--- src/rtl/rising_edge_detector.sv ---
// Per-channel input conditioner: synchronizer, optional debounce, registered rise/fall pulses.
// Define EDGE_DET_DEBOUNCE_EN to insert a DEBOUNCE_CYCLES stability filter after the synchronizer.
module rising_edge_detector #(
    parameter int WIDTH           = 1,
    parameter int SYNC_STAGES     = 2,
    parameter int DEBOUNCE_CYCLES = 4
) (
    input  logic             clk,
    input  logic             reset,
    input  logic [WIDTH-1:0] sig,
    output logic [WIDTH-1:0] edg,
    output logic [WIDTH-1:0] fall,
    output logic [WIDTH-1:0] level
);

    if (SYNC_STAGES < 2 || SYNC_STAGES > 4) begin : g_bad_sync
        $error("rising_edge_detector: SYNC_STAGES must be in 2..4");
    end
    if (DEBOUNCE_CYCLES < 1) begin : g_bad_debounce
        $error("rising_edge_detector: DEBOUNCE_CYCLES must be >= 1");
    end

    logic [WIDTH-1:0] r_sync [SYNC_STAGES];
    logic [WIDTH-1:0] w_sync_out;
    logic [WIDTH-1:0] w_cond;
    logic [WIDTH-1:0] r_prev;
    logic [WIDTH-1:0] r_edg;
    logic [WIDTH-1:0] r_fall;
    logic [WIDTH-1:0] r_level;

    // NOTE: every stage of the synchronizer is cleared on reset so a level
    // held through reset reappears as a fresh edge once reset drops.
    always_ff @(posedge clk) begin
        if (reset) begin
            for (int k = 0; k < SYNC_STAGES; k++) begin
                r_sync[k] <= '0;
            end
        end else begin
            r_sync[0] <= sig;
            for (int k = 1; k < SYNC_STAGES; k++) begin
                r_sync[k] <= r_sync[k-1];
            end
        end
    end

    assign w_sync_out = r_sync[SYNC_STAGES-1];

`ifdef EDGE_DET_DEBOUNCE_EN
    localparam int CNT_W = $clog2(DEBOUNCE_CYCLES + 1);
    localparam logic [CNT_W-1:0] CNT_LAST = CNT_W'(DEBOUNCE_CYCLES - 1);

    logic [CNT_W-1:0] r_cnt [WIDTH];
    logic [WIDTH-1:0] r_clean;

    // Level only follows the synchronizer after DEBOUNCE_CYCLES consecutive disagreeing samples.
    always_ff @(posedge clk) begin
        if (reset) begin
            r_clean <= '0;
            for (int i = 0; i < WIDTH; i++) begin
                r_cnt[i] <= '0;
            end
        end else begin
            for (int i = 0; i < WIDTH; i++) begin
                if (w_sync_out[i] == r_clean[i]) begin
                    r_cnt[i] <= '0;
                end else if (r_cnt[i] == CNT_LAST) begin
                    r_clean[i] <= w_sync_out[i];
                    r_cnt[i]   <= '0;
                end else begin
                    r_cnt[i] <= r_cnt[i] + 1'b1;
                end
            end
        end
    end

    assign w_cond = r_clean;
`else
    assign w_cond = w_sync_out;
`endif

    // NOTE: non-blocking assignments let r_prev hold last cycle's level while
    // the pulse logic reads it in the same clock edge.
    always_ff @(posedge clk) begin
        if (reset) begin
            r_prev  <= '0;
            r_edg   <= '0;
            r_fall  <= '0;
            r_level <= '0;
        end else begin
            r_prev  <= w_cond;
            r_edg   <= w_cond & ~r_prev;
            r_fall  <= ~w_cond & r_prev;
            r_level <= w_cond;
        end
    end

    assign edg   = r_edg;
    assign fall  = r_fall;
    assign level = r_level;

endmodule

--- config.mk ---
export PLATFORM = sky130hd
export DESIGN_NAME = rising_edge_detector
export DESIGN_NICKNAME = d
export VERILOG_FILES = /design/src/rtl/rising_edge_detector.sv
export SDC_FILE = /design/constraint.sdc
export NUM_CORES = 1
export LEC_CHECK = 0
export CAP_MARGIN = 40
export CORE_AREA = 2 2 39 41
export CTS_CLUSTER_SIZE = 30
export DETAILED_ROUTE_END_ITERATION = 8
export DIE_AREA = 0 0 41 43
export GPL_TIMING_DRIVEN = 0
export PLACE_DENSITY_LB_ADDON = 0.2
export SLEW_MARGIN = 20
export SYNTH_ARGS = -nofsm -noshare
export SYNTH_HDL_FRONTEND = slang
export SYNTH_SLANG_ARGS = --single-unit
--- constraint.sdc ---
create_clock -name clk -period 1.1 [get_ports clk]
set_input_delay 0.22 -clock clk [delete_from_list [all_inputs] [get_ports clk]]
set_output_delay 0.22 -clock clk [all_outputs]
set_load 0.1 [all_outputs]
Yosys cells after proc, flatten, opt, wreduce, memory -nomap -nowiden
Memories as Yosys holds them, arrays and structs flattened.
Index checks and enable logic that the tools add are counted.
{ "word_totals": {"inputBits": 3, "mem_bits_rw": 2, "reg_bits": 3, "n_memories": 1} }
{ "classes": {"mux": 5, "n_bitwise": 6} }
{ "mem_list": {"columns": ["memory", "depth", "word_bits", "read_ports", "rd_clocked_by_memory_dff", "write_ports", "line_no", "source"], "rows": [
  ["r_sync", 2, 1, 2, 0, 2, "23", "logic [WIDTH-1:0] r_sync [SYNC_STAGES];"]
]} }
{ "ops": {"columns": ["op", "count"], "rows": [
  ["2-to-1 mux 1 bit", 5],
  ["bitwise AND 1 bit", 2],
  ["inverter 1 bit", 2],
  ["bitwise OR 1 bit", 2]
]} }

Logic depth before layout (Yosys ltp)
Gate-level depths: netlist of the first run.
{ "logic_depth": {"ltp_word": 3, "mapped_depth": 1, "ltp_nobuf": 1} }

Worst setup path after synthesis of the first run
OpenSTA, ideal clock, no wires.
{ "synth_path": {"path_type": "flip-flop to flip-flop", "start": "register level (netlist name)", "end": "register r_fall (netlist: fall)", "setup_time_ns": 0.080, "path_stages_with_launch": 2, "synth_period_minus_slack_ns": 1.253, "t_arrival_ns": 1.173, "slack_ns": -0.153, "path_buffers": 0, "cell_sequence": "dfxtp_1 -> nor3b_1"} }
{ "synth_rtl": {"columns": ["element", "line_no", "source"], "rows": [
  ["end signal, assigned", "92", "r_fall <= ~w_cond & r_prev;"],
  ["end, declared", "28", "logic [WIDTH-1:0] r_fall;"]
]} }

Worst setup path in the final report of the first run
{ "layout_path": {"start": "register r_level (netlist: level)", "end": "output port level"} }
{ "layout_rtl": {"columns": ["element", "line_no", "source"], "rows": [
  ["start, declared", "29", "logic [WIDTH-1:0] r_level;"],
  ["start signal, assigned", "93", "r_level <= w_cond;"],
  ["end, declared", "13", "output logic [WIDTH-1:0] level"]
]} }
No word-level cell between the ends.

==> results of run 1 <==
## flip-flops by register name (all words and copies together), names as in the netlist
name	cells
r_sync	2
level	1
edg	1
fall	1
## kinds of logic (layout without fill, tap and decap cells)
| kind of cell | Yosys count | in the layout |
|---|---|---|
| buffers and inverters | 0 | 9 |
| flip-flops | 5 | 5 |
| AND/OR/NAND/NOR | 5 | 5 |
## area by class of cell
type                            count  share of cell area
Multi-Input combinational cell      5              0.1280
Clock buffer                        4             0.09953
Timing Repair Buffer                5              0.3033
Tap cell                           16             0.07583
Sequential cell                     5              0.3934
## cell usage after synthesis
cell type / count / share of area
dfxtp_1: 5 / 0.75
nor2b_1: 3 / 0.14
nor3b_1: 2 / 0.11
## power by group through the flow
stage / sequential, W / combinational (W) / clock [W]
finish: 0.000192 / 0.0000416 / 0.000212
global route: 0.000192 / 0.0000446 / 0.000241
CTS: 0.000192 / 0.0000419 / 0.000221
detailed placement: 0.000194 / 0.0000446 / 0
global placement: 0.000193 / 0.0000361 / 0
floorplan: 0.000212 / 0.00000417 / 0
## repair_timing
item / 4_1_cts / 5_1_grt
setup endpoints to repair: 3 / 0
gates resized for setup: 3 / 0
hold endpoints to repair: 0 / 0
## per-layer routing
layer,vias up,share of wire,global-route usage
li1,49,-,-
met1,42,0.34,0.03226
met2,9,0.42,0.05313
met3,0,0.23,0.07853
met4,0,0,0.04000
met5,-,0,0
## through the flow
stage / power, W / instances / hold WS [ns]
final: 0.0004454 / 35 / 0.4257
after global routing: 0.0004782 / 35 / 0.4595
after CTS: 0.0004551 / 35 / 0.4274
after detailed placement: 0.0002382 / 34 / 0.4070
after global placement: 0.0002294 / 31 / 0.3999
after floorplan: 0.0002161 / 10 / 0.2842
## worst max path at each step
| stage | start | end | cells after the start |
|---|---|---|---|
| floorplan | level$_SDFF_PP0_ | fall$_SDFF_PP0_ | 1 |
| global placement | level$_SDFF_PP0_ | level | 1 |
| detailed placement | level$_SDFF_PP0_ | level | 2 |
| CTS | level$_SDFF_PP0_ | level | 1 |
| global route | level$_SDFF_PP0_ | level | 1 |
| finish | level$_SDFF_PP0_ | level | 1 |
## cells in the final DEF, fill, tap and decap left out, drive strengths merged
cell type / instances
clkbuf: 4
dfxtp: 5
buf: 3
nor3b: 2
clkdlybuf4s50: 2
nor2b: 3
==> run_results.csv, run 1 <==
group,metric,value,unit
clock_network,clk_pin_slew,0.04,ns
timing,layout_min_cycle_time,0.9924,ns
yosys,ys_types,3,
critical_path,r2r_slack,0.47,ns
global_route,grt_start_max_net_pins,6,
detailed_routing,first_pass_iters,2,
timing,post-route-period-util,0.9022,
clock_network,cts.path.max_buffers,2,
clock_network,cts_tree,"built",
final_layout,multi_input_area,33.78,um^2
critical_path,cp.arrival,0.77,ns
flow_run,drv_cap,0,
clock_network,htreeDepth,1,
clock_network,cts_num_sinks,5,
power_and_ir_drop,power_frac_seq,0.431,
timing,worst_clock_skew,0.001487,ns
timing,setup_violations,0,
clock_network,root_buffer,"clkbuf_4",
yosys,seq_area_frac_synth,0.7477,
final_layout,fin_area,264.0,um^2
detailed_routing,wirelength,209,um
power_and_ir_drop,p_sw,0.0001010,W
yosys,syn_area_per_cell,13.39,um^2
global_route,grt_pass1_vias,111,
critical_path,cp_max_fo,3,
yosys,yosys.area_share.simple,0.2523,
final_layout,diodes,0,
detailed_routing,drtIter0Drc,2,
yosys,syn-num-nets,13,
final_layout,regArea,103.9,um^2
timing,fin_tns_setup,0,ns
die,rows,14,
yosys,ys_ff_latch,5,
yosys,synthAdderAreaFrac,0,
power_and_ir_drop,combPwrFrac,0.093,
timing,timing.fmax,1008,MHz
global_route,gr-total-overflow,0,
final_layout,post-route-util,0.1908,
clock_network,clkLatencyLatePin,0.24,ns
final_layout,areaGrowthSynthToFinish,97.20,%
power_and_ir_drop,power.density,1687,mW/mm^2
detailed_routing,wl_per_cell,5.971,um
timing,finalMaxSlewViolations,0,
detailed_routing,vias,100,
yosys,yosysWarnings,0,
power_and_ir_drop,clockPowerShare,0.476,
die,dieHeight,43,um
place,pre_cts_slack,-0.1458,ns
yosys,syn_area,133.9,um^2
die,die_w,41,um
place,port_buffers,5,
outcome,status,"finished, final reports clean",
critical_path,critPathKind,"flip-flop to output pin",
place,gp_congestion,0.5486,
place,postPlaceCellArea,252.7,um^2
timing,setup_ws,0.1076,ns
detailed_routing,via_per_inst,2.857,
final_layout,drive_gt1_frac,0.4737,
critical_path,worstPathCellList,"buf_12",
clock_network,cts_inserted_buffers,3,
timing,final_hold_viol_count,0,
yosys,syn_inst,10,
yosys,synth_compound_area_frac,0,
detailed_routing,drc_errors,0,
global_route,grt_pass1_wl,427,um
die,fp.dieArea,0.001763,mm^2
critical_path,critPathBufInv,1,
place,dpl.hpwl,151.8,um
critical_path,slowest_delay,0.35,ns
yosys,synth_mux_area_frac,0,
timing,tightest_slew,0.1651,ns
critical_path,worst_r2r_path_depth,1,
critical_path,reg2reg_to,"fall$_SDFF_PP0_",
die,io_pins,6,
die,start_util,0.09674,
critical_path,cp.required,0.88,ns
critical_path,cp-end-kind,"output pin",
final_layout,n_fill_cell,147,
global_route,gr-usage-all-layers,0.04824,
min_path,holdCritPathClass,"flip-flop to flip-flop",
yosys,synth_top_family_by_area,"simple AND/OR/NAND/NOR gates",
critical_path,cp_slowest_cell,"dfxtp_2",
min_path,holdPathStages,1,
critical_path,cp_top_family,"flip-flops",
timing,rsz0062_at_grt,"false",
critical_path,rr_startpoint,"level$_SDFF_PP0_",
critical_path,startpoint_type,"flip-flop",
die,core-area,0.001384,mm^2
yosys,synth-xor-area-share,0,
detailed_routing,ant_nets,0,
clock_network,ctsHoldBuffers,0,
power_and_ir_drop,p_leak,0.09938,nW
min_path,min-delay-start,"r_sync[0][1]$_SDFF_PP0_",
min_path,hold_path_end,"fall$_SDFF_PP0_",
power_and_ir_drop,irDropWorstVdd,0.7433,mV
clock_network,post_cts_buffers,0,
timing,max_slew_margin,0.8897,
power_and_ir_drop,p_int,0.0003444,W
power_and_ir_drop,switching_share,0.2268,
final_layout,final_nets,23,
global_route,antenna_found_initial,0,
Power figures use the tool's default switching activity.
==> inputs of run 2 (changes only) <==
TNS_END_PERCENT = 30   (was default)
==> run 2 against run 1 <==
Worst hold slack better by 0.0052 ns; global-route usage down 0.60 points; via count up 7.0%; first-iteration DRC count down 100%; utilization up 0.54 points; sequential power about the same; final area up 2.8%; setup slack worse by 0.046 ns; critical endpoint is now fall; largest cell class unchanged.
==> run_results.csv, run 2 (synthesis results as in run 1) <==
group,metric,value,unit
outcome,status,"finished, final reports clean",
timing,worst_clock_skew,0.00003550,ns
global_route,gr-total-overflow,0,
die,die_w,41,um
clock_network,cts.path.max_buffers,2,
global_route,grt_start_max_net_pins,6,
final_layout,top_register,"r_sync",
timing,layout_min_cycle_time,1.039,ns
timing,final_hold_viol_count,0,
clock_network,cts_num_sinks,5,
detailed_routing,wl_per_cell,5.865,um
clock_network,clkLatencyLatePin,0.23,ns
timing,setup_violations,0,
place,port_buffers,5,
die,dieHeight,43,um
global_route,gr-usage-all-layers,0.04225,
detailed_routing,vias,107,
timing,timing.fmax,962.9,MHz
critical_path,cp.arrival,0.82,ns
detailed_routing,via_per_inst,2.892,
critical_path,cp_max_fo,1,
detailed_routing,first_pass_iters,1,
detailed_routing,drtIter0Drc,0,
power_and_ir_drop,p_leak,0.1093,nW
final_layout,drive_gt1_frac,0.4286,
critical_path,cp-end-kind,"output pin",
clock_network,post_cts_buffers,0,
detailed_routing,drc_errors,0,
power_and_ir_drop,power.density,1627,mW/mm^2
final_layout,final_common_cell,"dfxtp_1",
place,postPlaceCellArea,250.2,um^2
final_layout,fin_area,271.5,um^2
critical_path,critPathKind,"flip-flop to output pin",
die,rows,14,
timing,rsz0062_at_grt,"false",
flow_run,drv_cap,0,
die,io_pins,6,
global_route,grt_pass1_wl,420,um
final_layout,post-route-util,0.1962,
final_layout,final_nets,25,
critical_path,startpoint_type,"flip-flop",
clock_network,clk_pin_slew,0.04,ns
timing,hold_ws,0.4309,ns
die,fp.dieArea,0.001763,mm^2
clock_network,post_cts_resized,11,
die,start_util,0.09674,
detailed_routing,ant_nets,0,
power_and_ir_drop,irDropWorstVdd,0.6256,mV
global_route,antenna_found_initial,0,
min_path,holdCritPathClass,"flip-flop to flip-flop",
clock_network,cts_tree,"built",
critical_path,cp.required,0.88,ns
detailed_routing,wirelength,217,um
timing,max_slew_margin,0.8880,
die,core-area,0.001384,mm^2
clock_network,root_buffer,"clkbuf_4",
final_layout,areaGrowthSynthToFinish,102.8,%
clock_network,htreeDepth,1,
final_layout,diodes,0,
clock_network,cts_inserted_buffers,3,
timing,finalMaxSlewViolations,0,
timing,tightest_slew,0.1674,ns
final_layout,layout_common_cells,"4 x dfxtp_1, 3 x nor2b_1, 3 x clkbuf_4, 3 x buf_12",
final_layout,largest_register_ffs,2,
clock_network,ctsHoldBuffers,0,
place,gp_congestion,0.4983,
global_route,grt_pass1_vias,117,
critical_path,r2r_slack,0.49,ns
timing,post-route-period-util,0.9441,
run 2: cell count changes in the layout (fill, tap and decap cells not counted):
cell and change:
buf_2 +2, dfxtp_1 +2, dfxtp_2 -2
run 2: per-stage QoR:
step | total power, W | setup slack [ns] | std cells | setup TNS [ns]
2_1_floorplan | 0.0002157 | -0.02898 | 10 | -0.05796
3_3_place_gp | 0.0002292 | -0.5558 | 31 | -1.608
3_5_place_dp | 0.0002381 | -0.1460 | 34 | -0.3808
4_1_cts | 0.0004528 | 0.04330 | 37 | 0
5_1_grt | 0.0004807 | 0.006435 | 37 | 0
6_report | 0.0004419 | 0.06149 | 37 | 0
run 2: critical path, stage by stage (launching register included):
cell and delay, ns:
dfxtp_1 0.30, buf_2 0.12, buf_12 0.17
run 2: final timing paths:
path	from	to	cells after the start
max	fall$_SDFF_PP0_	fall	2
min	r_sync[0][1]$_SDFF_PP0_	fall$_SDFF_PP0_	1
max reg2reg	level$_SDFF_PP0_	fall$_SDFF_PP0_	1
min reg2reg	r_sync[0][1]$_SDFF_PP0_	fall$_SDFF_PP0_	1
run 2: routing by layer:
layer | up-vias | track usage | wire, um
li1 | 54 | - | -
met1 | 45 | 0.03560 | 80
met2 | 8 | 0.05000 | 101
met3 | 0 | 0.07853 | 35
met4 | 0 | 0 | 0
met5 | - | 0 | 0
run 2: where the power goes:
part           internal (W)  switching, W
clock              0.000137     0.0000703
combinational     0.0000199     0.0000242
sequential         0.000188    0.00000263
total              0.000345     0.0000970
run 2: area by class of cell:
type / count / area (um^2)
fill: 154 / 1112
sequential: 5 / 101.3
timing repair buffer: 7 / 90.09
multi-input combinational: 5 / 33.78
clock buffer: 4 / 26.28
tap: 16 / 20.02
